<file path="config.mk">
export PLATFORM = sky130hd
export DESIGN_NAME = ddr_read_dma_mc
export DESIGN_NICKNAME = d
export VERILOG_FILES = /design/src/rtl/ddr_read_dma_mc.sv
export SDC_FILE = /design/constraint.sdc
export NUM_CORES = 2
export LEC_CHECK = 0
export CAP_MARGIN = 20
export CORE_AREA = 2 2 557 559
export DETAILED_ROUTE_END_ITERATION = 8
export DIE_AREA = 0 0 559 561
export HOLD_SLACK_MARGIN = 0.08
export SLEW_MARGIN = 5
export SYNTH_ARGS = -nofsm -noshare
export SYNTH_HDL_FRONTEND = slang
export SYNTH_SLANG_ARGS = --single-unit
</file>
<file path="constraint.sdc">
create_clock -name system_clk -period 4.9 [get_ports system_clk]
set_input_delay 0.98 -clock system_clk [delete_from_list [all_inputs] [get_ports system_clk]]
set_output_delay 0.98 -clock system_clk [all_outputs]
set_load 0.05 [all_outputs]
</file>
<file path="src/rtl/ddr_read_dma_mc.sv">
// ddr_read_dma_mc: multi-channel AXI4 read DMA owning the single DDR read port.
// Each channel is programmed with a base address, burst count and per-burst
// stride. One burst is outstanding at a time. Channels are served round-robin
// among those whose buffer can take a whole burst. Returned beats are steered
// to the granted channel.
//
// Ports:
//   system_clk, rst_n        clock, asynchronous active-low reset
//   ch_start                 per-channel start pulse (latches that channel's config)
//   ch_base_addr/ch_burst_num/ch_stride  packed per-channel config, channel i at slice i
//   ch_ready                 channel buffer can accept a full burst (sampled in IDLE)
//   ch_busy, ch_done         channel has work remaining / last burst completed pulse
//   rd_data, rd_valid, rd_last  beat stream to clients (rd_valid one-hot)
//   rd_err, rd_err_ch, rd_err_clear  sticky read-error flag and first failing channel
//   m00_axi_*                AXI4 read address / read data channels
module ddr_read_dma_mc #(
   parameter int unsigned MEM_ADDR_WIDTH = 32,
   parameter int unsigned MEM_DATA_WIDTH = 512,
   parameter int unsigned NUM_CH         = 4,
   parameter int unsigned BURST_LEN      = 64,
   parameter int unsigned LEN_WIDTH      = 16
) (
   input  logic                               system_clk,
   input  logic                               rst_n,
   input  logic [NUM_CH-1:0]                  ch_start,
   input  logic [NUM_CH*MEM_ADDR_WIDTH-1:0]   ch_base_addr,
   input  logic [NUM_CH*LEN_WIDTH-1:0]        ch_burst_num,
   input  logic [NUM_CH*MEM_ADDR_WIDTH-1:0]   ch_stride,
   input  logic [NUM_CH-1:0]                  ch_ready,
   output logic [NUM_CH-1:0]                  ch_busy,
   output logic [NUM_CH-1:0]                  ch_done,
   output logic [MEM_DATA_WIDTH-1:0]          rd_data,
   output logic [NUM_CH-1:0]                  rd_valid,
   output logic                               rd_last,
   output logic                               rd_err,
   output logic [2:0]                         rd_err_ch,
   input  logic                               rd_err_clear,
   output logic [MEM_ADDR_WIDTH-1:0]          m00_axi_araddr,
   output logic [7:0]                         m00_axi_arlen,
   output logic [2:0]                         m00_axi_arsize,
   output logic [1:0]                         m00_axi_arburst,
   output logic                               m00_axi_arlock,
   output logic [3:0]                         m00_axi_arcache,
   output logic [2:0]                         m00_axi_arprot,
   output logic [3:0]                         m00_axi_arqos,
   output logic                               m00_axi_arvalid,
   input  logic                               m00_axi_arready,
   input  logic [MEM_DATA_WIDTH-1:0]          m00_axi_rdata,
   input  logic [1:0]                         m00_axi_rresp,
   input  logic                               m00_axi_rlast,
   input  logic                               m00_axi_rvalid,
   output logic                               m00_axi_rready
);

   localparam int unsigned GW = $clog2(NUM_CH);

   typedef enum logic [1:0] {IDLE, REQ, DATA} state_t;

   state_t                    state;
   logic [GW-1:0]             gnt;
   logic [GW-1:0]             rr_ptr;

   logic [MEM_ADDR_WIDTH-1:0] addr       [NUM_CH];
   logic [MEM_ADDR_WIDTH-1:0] stride     [NUM_CH];
   logic [LEN_WIDTH-1:0]      cnt        [NUM_CH];
   logic [LEN_WIDTH-1:0]      num        [NUM_CH];
   logic [MEM_ADDR_WIDTH-1:0] pend_base  [NUM_CH];
   logic [MEM_ADDR_WIDTH-1:0] pend_stride[NUM_CH];
   logic [LEN_WIDTH-1:0]      pend_num   [NUM_CH];
   logic [NUM_CH-1:0]         active;
   logic [NUM_CH-1:0]         pending;

   logic [NUM_CH-1:0]         eligible;
   logic [NUM_CH-1:0]         gnt_oh;
   logic                      pick_vld;
   logic [GW-1:0]             pick;
   logic                      beat_hs;
   logic                      burst_end;

   // Constant AR fields
   assign m00_axi_arsize  = 3'($clog2(MEM_DATA_WIDTH/8));
   assign m00_axi_arburst = 2'b01;
   assign m00_axi_arlock  = 1'b0;
   assign m00_axi_arcache = 4'b0011;
   assign m00_axi_arprot  = 3'b000;
   assign m00_axi_arqos   = 4'b0000;

   assign beat_hs   = (state == DATA) && m00_axi_rvalid;
   assign burst_end = beat_hs && m00_axi_rlast;

   assign ch_busy = active | pending;
   assign rd_data = m00_axi_rdata;
   assign rd_last = beat_hs && m00_axi_rlast;

   // A channel restarted in the same cycle is held out of arbitration so the
   // grant never captures an address that is being replaced.
   assign eligible = active & ch_ready & ~ch_start;

   always_comb begin
      gnt_oh   = '0;
      rd_valid = '0;
      if (state != IDLE) gnt_oh[gnt] = 1'b1;
      if (state == DATA) rd_valid[gnt] = m00_axi_rvalid;
   end

   // Round-robin search starting at rr_ptr
   always_comb begin
      int unsigned idx;
      idx      = 0;
      pick_vld = 1'b0;
      pick     = '0;
      for (int unsigned k = 0; k < NUM_CH; k++) begin
         idx = int'(rr_ptr) + k;
         if (idx >= NUM_CH) idx = idx - NUM_CH;
         if (!pick_vld && eligible[idx]) begin
            pick_vld = 1'b1;
            pick     = GW'(idx);
         end
      end
   end

   always_ff @(posedge system_clk or negedge rst_n) begin
      if (!rst_n) begin
         state           <= IDLE;
         gnt             <= '0;
         rr_ptr          <= '0;
         active          <= '0;
         pending         <= '0;
         ch_done         <= '0;
         m00_axi_araddr  <= '0;
         m00_axi_arlen   <= '0;
         m00_axi_arvalid <= 1'b0;
         m00_axi_rready  <= 1'b0;
         rd_err          <= 1'b0;
         rd_err_ch       <= '0;
         for (int unsigned i = 0; i < NUM_CH; i++) begin
            addr[i]        <= '0;
            stride[i]      <= '0;
            cnt[i]         <= '0;
            num[i]         <= '0;
            pend_base[i]   <= '0;
            pend_stride[i] <= '0;
            pend_num[i]    <= '0;
         end
      end else begin
         ch_done <= '0;

         // Per-channel context
         for (int unsigned i = 0; i < NUM_CH; i++) begin
            if (ch_start[i]) begin
               if (gnt_oh[i] && !burst_end) begin
                  // Granted burst still in flight: park the new config until it ends.
                  pending[i]     <= 1'b1;
                  pend_base[i]   <= ch_base_addr[i*MEM_ADDR_WIDTH +: MEM_ADDR_WIDTH];
                  pend_stride[i] <= ch_stride[i*MEM_ADDR_WIDTH +: MEM_ADDR_WIDTH];
                  pend_num[i]    <= ch_burst_num[i*LEN_WIDTH +: LEN_WIDTH];
               end else begin
                  // Includes a start coinciding with the granted burst's last
                  // beat: the new config wins and the old burst is not counted.
                  pending[i] <= 1'b0;
                  addr[i]    <= ch_base_addr[i*MEM_ADDR_WIDTH +: MEM_ADDR_WIDTH];
                  stride[i]  <= ch_stride[i*MEM_ADDR_WIDTH +: MEM_ADDR_WIDTH];
                  num[i]     <= ch_burst_num[i*LEN_WIDTH +: LEN_WIDTH];
                  cnt[i]     <= '0;
                  active[i]  <= (ch_burst_num[i*LEN_WIDTH +: LEN_WIDTH] != '0);
                  ch_done[i] <= (ch_burst_num[i*LEN_WIDTH +: LEN_WIDTH] == '0);
               end
            end else if (gnt_oh[i] && burst_end) begin
               if (pending[i]) begin
                  pending[i] <= 1'b0;
                  addr[i]    <= pend_base[i];
                  stride[i]  <= pend_stride[i];
                  num[i]     <= pend_num[i];
                  cnt[i]     <= '0;
                  active[i]  <= (pend_num[i] != '0);
                  ch_done[i] <= (pend_num[i] == '0);
               end else begin
                  addr[i] <= addr[i] + stride[i];
                  cnt[i]  <= cnt[i] + LEN_WIDTH'(1);
                  if (cnt[i] == num[i] - LEN_WIDTH'(1)) begin
                     active[i]  <= 1'b0;
                     ch_done[i] <= 1'b1;
                  end
               end
            end
         end

         // Burst sequencer
         case (state)
            IDLE: begin
               if (pick_vld) begin
                  gnt             <= pick;
                  m00_axi_araddr  <= addr[pick];
                  m00_axi_arlen   <= 8'(BURST_LEN - 1);
                  m00_axi_arvalid <= 1'b1;
                  state           <= REQ;
               end
            end
            REQ: begin
               if (m00_axi_arready) begin
                  m00_axi_arvalid <= 1'b0;
                  m00_axi_rready  <= 1'b1;
                  rr_ptr          <= (gnt == GW'(NUM_CH - 1)) ? '0 : gnt + GW'(1);
                  state           <= DATA;
               end
            end
            DATA: begin
               if (burst_end) begin
                  m00_axi_rready <= 1'b0;
                  state          <= IDLE;
               end
            end
            default: state <= IDLE;
         endcase

         // Sticky error; a new error outranks a simultaneous clear.
         if (beat_hs && (m00_axi_rresp != 2'b00)) begin
            rd_err <= 1'b1;
            if (!rd_err || rd_err_clear) rd_err_ch <= 3'(gnt);
         end else if (rd_err_clear) begin
            rd_err    <= 1'b0;
            rd_err_ch <= '0;
         end
      end
   end

endmodule

</file>
==> metrics.md <==
| Metric | Value |
|---|---|
| Outcome | `completed` |
| Post-CTS sizing | `0` |
| Chip width | `559 µm` |
| Synth unique cells | `86` |
| Min-Delay Path Class | `input pin to async pin` |
| Final ANT Viol Nets | `0` |
| Fin. Hold Viols | `0` |
| Average routed wire per standard cell | `29.03 µm` |
| Power per standard cell area | `659.0 nW/µm²` |
| Initial antenna violation count | `69` |
| Clk slew on worst S/H paths | `0.06 ns` |
| #FFs+latches synth | `760` |
| CTS tree | `built` |
| Clock root cell | `clkbuf_16` |
| Type of the worst setup path | `flop to flop` |
| Drt total wl | `258.7 mm` |
| DRT Pass-1 Iters | `6` |
| # Max-Cap Violations | `0` |
| Crit-path slowest cell | `a221oi_1` |
| Starting Density | `14.97%` |
| Slew Viols, Final | `0` |
| Reg2Reg Setup Slack | `0.59 ns` |
| Number of remaining DRC errors | `0` |
| Fin crit share | `87.95%` |
| Post-synthesis sequential area ratio | `41.30%` |
| Vias/cell | `3.991` |
| CTS Hold Buffers Added | `0` |
| Setup repair bufs after CTS | `0` |
| Global-route wire length before repair | `335.2 mm` |
| Largest net degree at the start of global routing | `101` |
| Fillcell total | `34154` |
| Worst EP arrival | `4.97 ns` |
| Crit-path cells | `ha_1, inv_1, fa_1, nor2b_1, o31ai_2, a311oi_1, o41ai_2, o21bai_1, a221oi_1, o21ai_1, a21oi_1, xor2_1, a221oi_1` |
| Top_reg_cell synth | `dfrtp_1` |
| Post-synth EDFFs | `0` |
| CP endpoint kind | `flop` |
| Startpoint types | `flop` |
| Worst skew pair latency | `0.83 ns` |
| FP Rows | `204` |
| Core area | `307600 µm²` |
| I/O Buffers | `391` |
| LEAKAGE | `22.42 nW` |
| CP Data Required Time | `5.56 ns` |
| Layout cells sized above 1 | `11.99%` |
| Synth async-reset ratio | `100.0%` |
| DR iter-0 viols | `2640` |
| Slew HR | `36.04%` |
| Dpl cells | `8720` |
| Vias in the first global route | `34203` |
| Fmax | `0.2320 GHz` |
| Final HPWL DP | `219.9 mm` |
| Area Overhead vs Synth | `18.65%` |
| VDD IR-drop max | `0.0003293 V` |
| Global Route Usage Sum | `15.93%` |
| Syn Area/Cell | `9.409 µm²` |
| Vias | `35569` |
| Warnings from Yosys | `0` |
| Mapped Area | `46050 µm²` |
| Post-Route Setup TNS | `0 ns` |
| Grt total ovfl | `0` |
| CP dominant cell by count | `a221oi_1` |
| Worst Path Max Fanout | `4` |
| GP Congestion | `0.8726` |
| Post-Syn Instances | `4894` |
| Nets | `5691` |
| Die area | `313600 µm²` |
| RSZ-0062 raised after global routing | `no` |
| Pin slew with the least headroom to its limit | `0.9558 ns` |
| Clock Skews | `0.09683 ns` |
| Die height | `561 µm` |
| Tmin final | `4.310 ns` |
| Total CTS buffers | `101` |
| CTS sink cnt | `760` |
| H-Tree Depth | `3` |
| Slowest stage delay, CP | `0.63 ns` |
| Final Setup Violations | `0` |
| # IOs | `1436` |
| Non-Filler Instances | `8912` |
| CTS max path bufs | `4` |
[area by class of cell]
| class | count | area, µm² | share of cell area [%] |
|---|---|---|---|
| antenna | 13 | 32.53 | 0.05954 |
| clock buffer | 129 | 2824 | 5.169 |
| clock inverter | 50 | 680.7 | 1.246 |
| inverter | 71 | 266.5 | 0.4878 |
| multi-input combinational | 3308 | 22030 | 40.32 |
| sequential | 760 | 19020 | 34.81 |
| tap | 4120 | 5155 | 9.435 |
| timing repair buffer | 461 | 4626 | 8.467 |
[path summary, 6_finish.rpt]
kind | from | endpoint | cells past startpoint
setup / recovery | addr[32] | addr[62] | 13
hold reg to reg | pend_stride[10] | pend_stride[10] | 1
max in group asynchronous | rst_n | pend_stride[61] | 2
hold / removal | rst_n | pend_stride[77] | 1
min in group system_clk | pend_stride[10] | pend_stride[10] | 1
setup reg to reg | addr[32] | addr[62] | 13
[sequential cells by signal, summed over array words and instances (netlist names), 4 cells and up]
signal / flops
addr: 128
pend_base: 128
pend_stride: 128
stride: 128
cnt: 64
num: 64
pend_num: 64
m00_axi_araddr: 32
active: 4
ch_done: 4
pending: 4
[cell usage after synthesis, types with 6 or more instances]
cell       number  area share [%]
o211ai_1       54            0.88
mux2i_1       210             4.6
a211oi_1       29            0.47
buf_1          37            0.30
nand4_1        42            0.57
a2111oi_0       7            0.13
mux2_2        274             6.7
o22ai_1        18            0.24
o2111ai_1       6            0.11
or2_2          12            0.16
nor2b_1        27            0.37
buf_4         537             8.8
o21ai_1       274             3.0
o31ai_1        15            0.24
nor2_1        226             1.8
and3_1         24            0.33
a21boi_1        6           0.098
o311ai_0       10            0.19
o21ai_0       272             3.0
nand3b_1       11            0.18
a31oi_1        31            0.42
and4_1         10            0.19
inv_1          67            0.55
mux2_1         51             1.2
dfrtp_1       760              41
ha_1          136             3.7
or3_1          32            0.43
a21oi_1       200             2.2
nand3_1        86            0.93
clkbuf_1      194             1.6
nor4_1         44            0.60
nand2_1       666             5.4
nand2b_1       18            0.24
xnor2_1       105             2.0
a21o_1         44            0.72
o21a_1         24            0.39
nor3_1         44            0.48
o21bai_1       22            0.36
a221oi_1       17            0.32
xor2_1        118             2.2
and2_1         17            0.23
[placed cells by master, fill, tap and decap left out, types with 86 or more instances in the layout]
| cell type | instances |
|---|---|
| clkbuf_16 | 102 |
| nand3_1 | 86 |
| nor2_1 | 226 |
| o21ai_1 | 273 |
| a21oi_1 | 193 |
| ha_1 | 136 |
| dfrtp_1 | 759 |
| o21ai_0 | 270 |
| xnor2_1 | 105 |
| mux2i_1 | 210 |
| xor2_1 | 118 |
| mux2_2 | 274 |
| nand2_1 | 658 |
| clkdlybuf4s50_1 | 381 |
[stage by stage]
stage / total power (W) / setup WS, ns / cell area [µm²] / hold slack [ns] / util [%]
global placement: 0.02802 / 0.7635 / 51090 / 0.4638 / 16.61
finish: 0.03601 / 0.5904 / 54630 / 0.2016 / 17.76
global route: 0.03859 / 0.4795 / 54600 / 0.2210 / 17.75
detailed placement: 0.02827 / 0.7685 / 51100 / 0.4802 / 16.61
CTS: 0.03639 / 0.6910 / 54600 / 0.1886 / 17.75
floorplan: 0.02349 / 1.694 / 46110 / 0.4498 / -
[power breakdown]
| part | leakage, nW | internal [W] | switching (W) | total (W) |
|---|---|---|---|---|
| Sequential | 9.37 | 0.00902 | 0.00318 | 0.0122 |
| Clock | 1.70 | 0.00477 | 0.00313 | 0.00790 |
| Combinational | 11.4 | 0.00677 | 0.00914 | 0.0159 |
[metal layers]
layer	share of wire [%]	wire (µm)	global-route usage, %
met5	0.55	1413	2.741
met2	46	120000	26.25
met1	31	80360	14.60
met3	18	45730	12.36
met4	4.3	11230	5.832
[logic make-up (layout without fill, tap and decap cells)]
kind of cell	after synthesis	in the layout	synth area share, %
AOI/OAI and AO/OA	1101	1101	14.18
DFF	760	760	41.30
other	2	33	0.01631
xor gates and xnor gates	223	223	4.242
buffers and inverters	844	711	11.27
adders and majority gates	140	140	3.869
and+or+nand+nor	1289	1289	12.61
muxes	535	535	12.51
[worst max-delay path, delay by kind of cell (launching register included)]
family	cells	cell delay (ns)
AOI/OAI and AO/OA	8	2.89
DFF	1	0.54
adders and majority gates	2	0.48
xor gates and xnor gates	1	0.09
buffers and inverters	1	0.07
and+or+nand+nor	1	0.07
No activity file was read; power rests on OpenSTA's default activity.
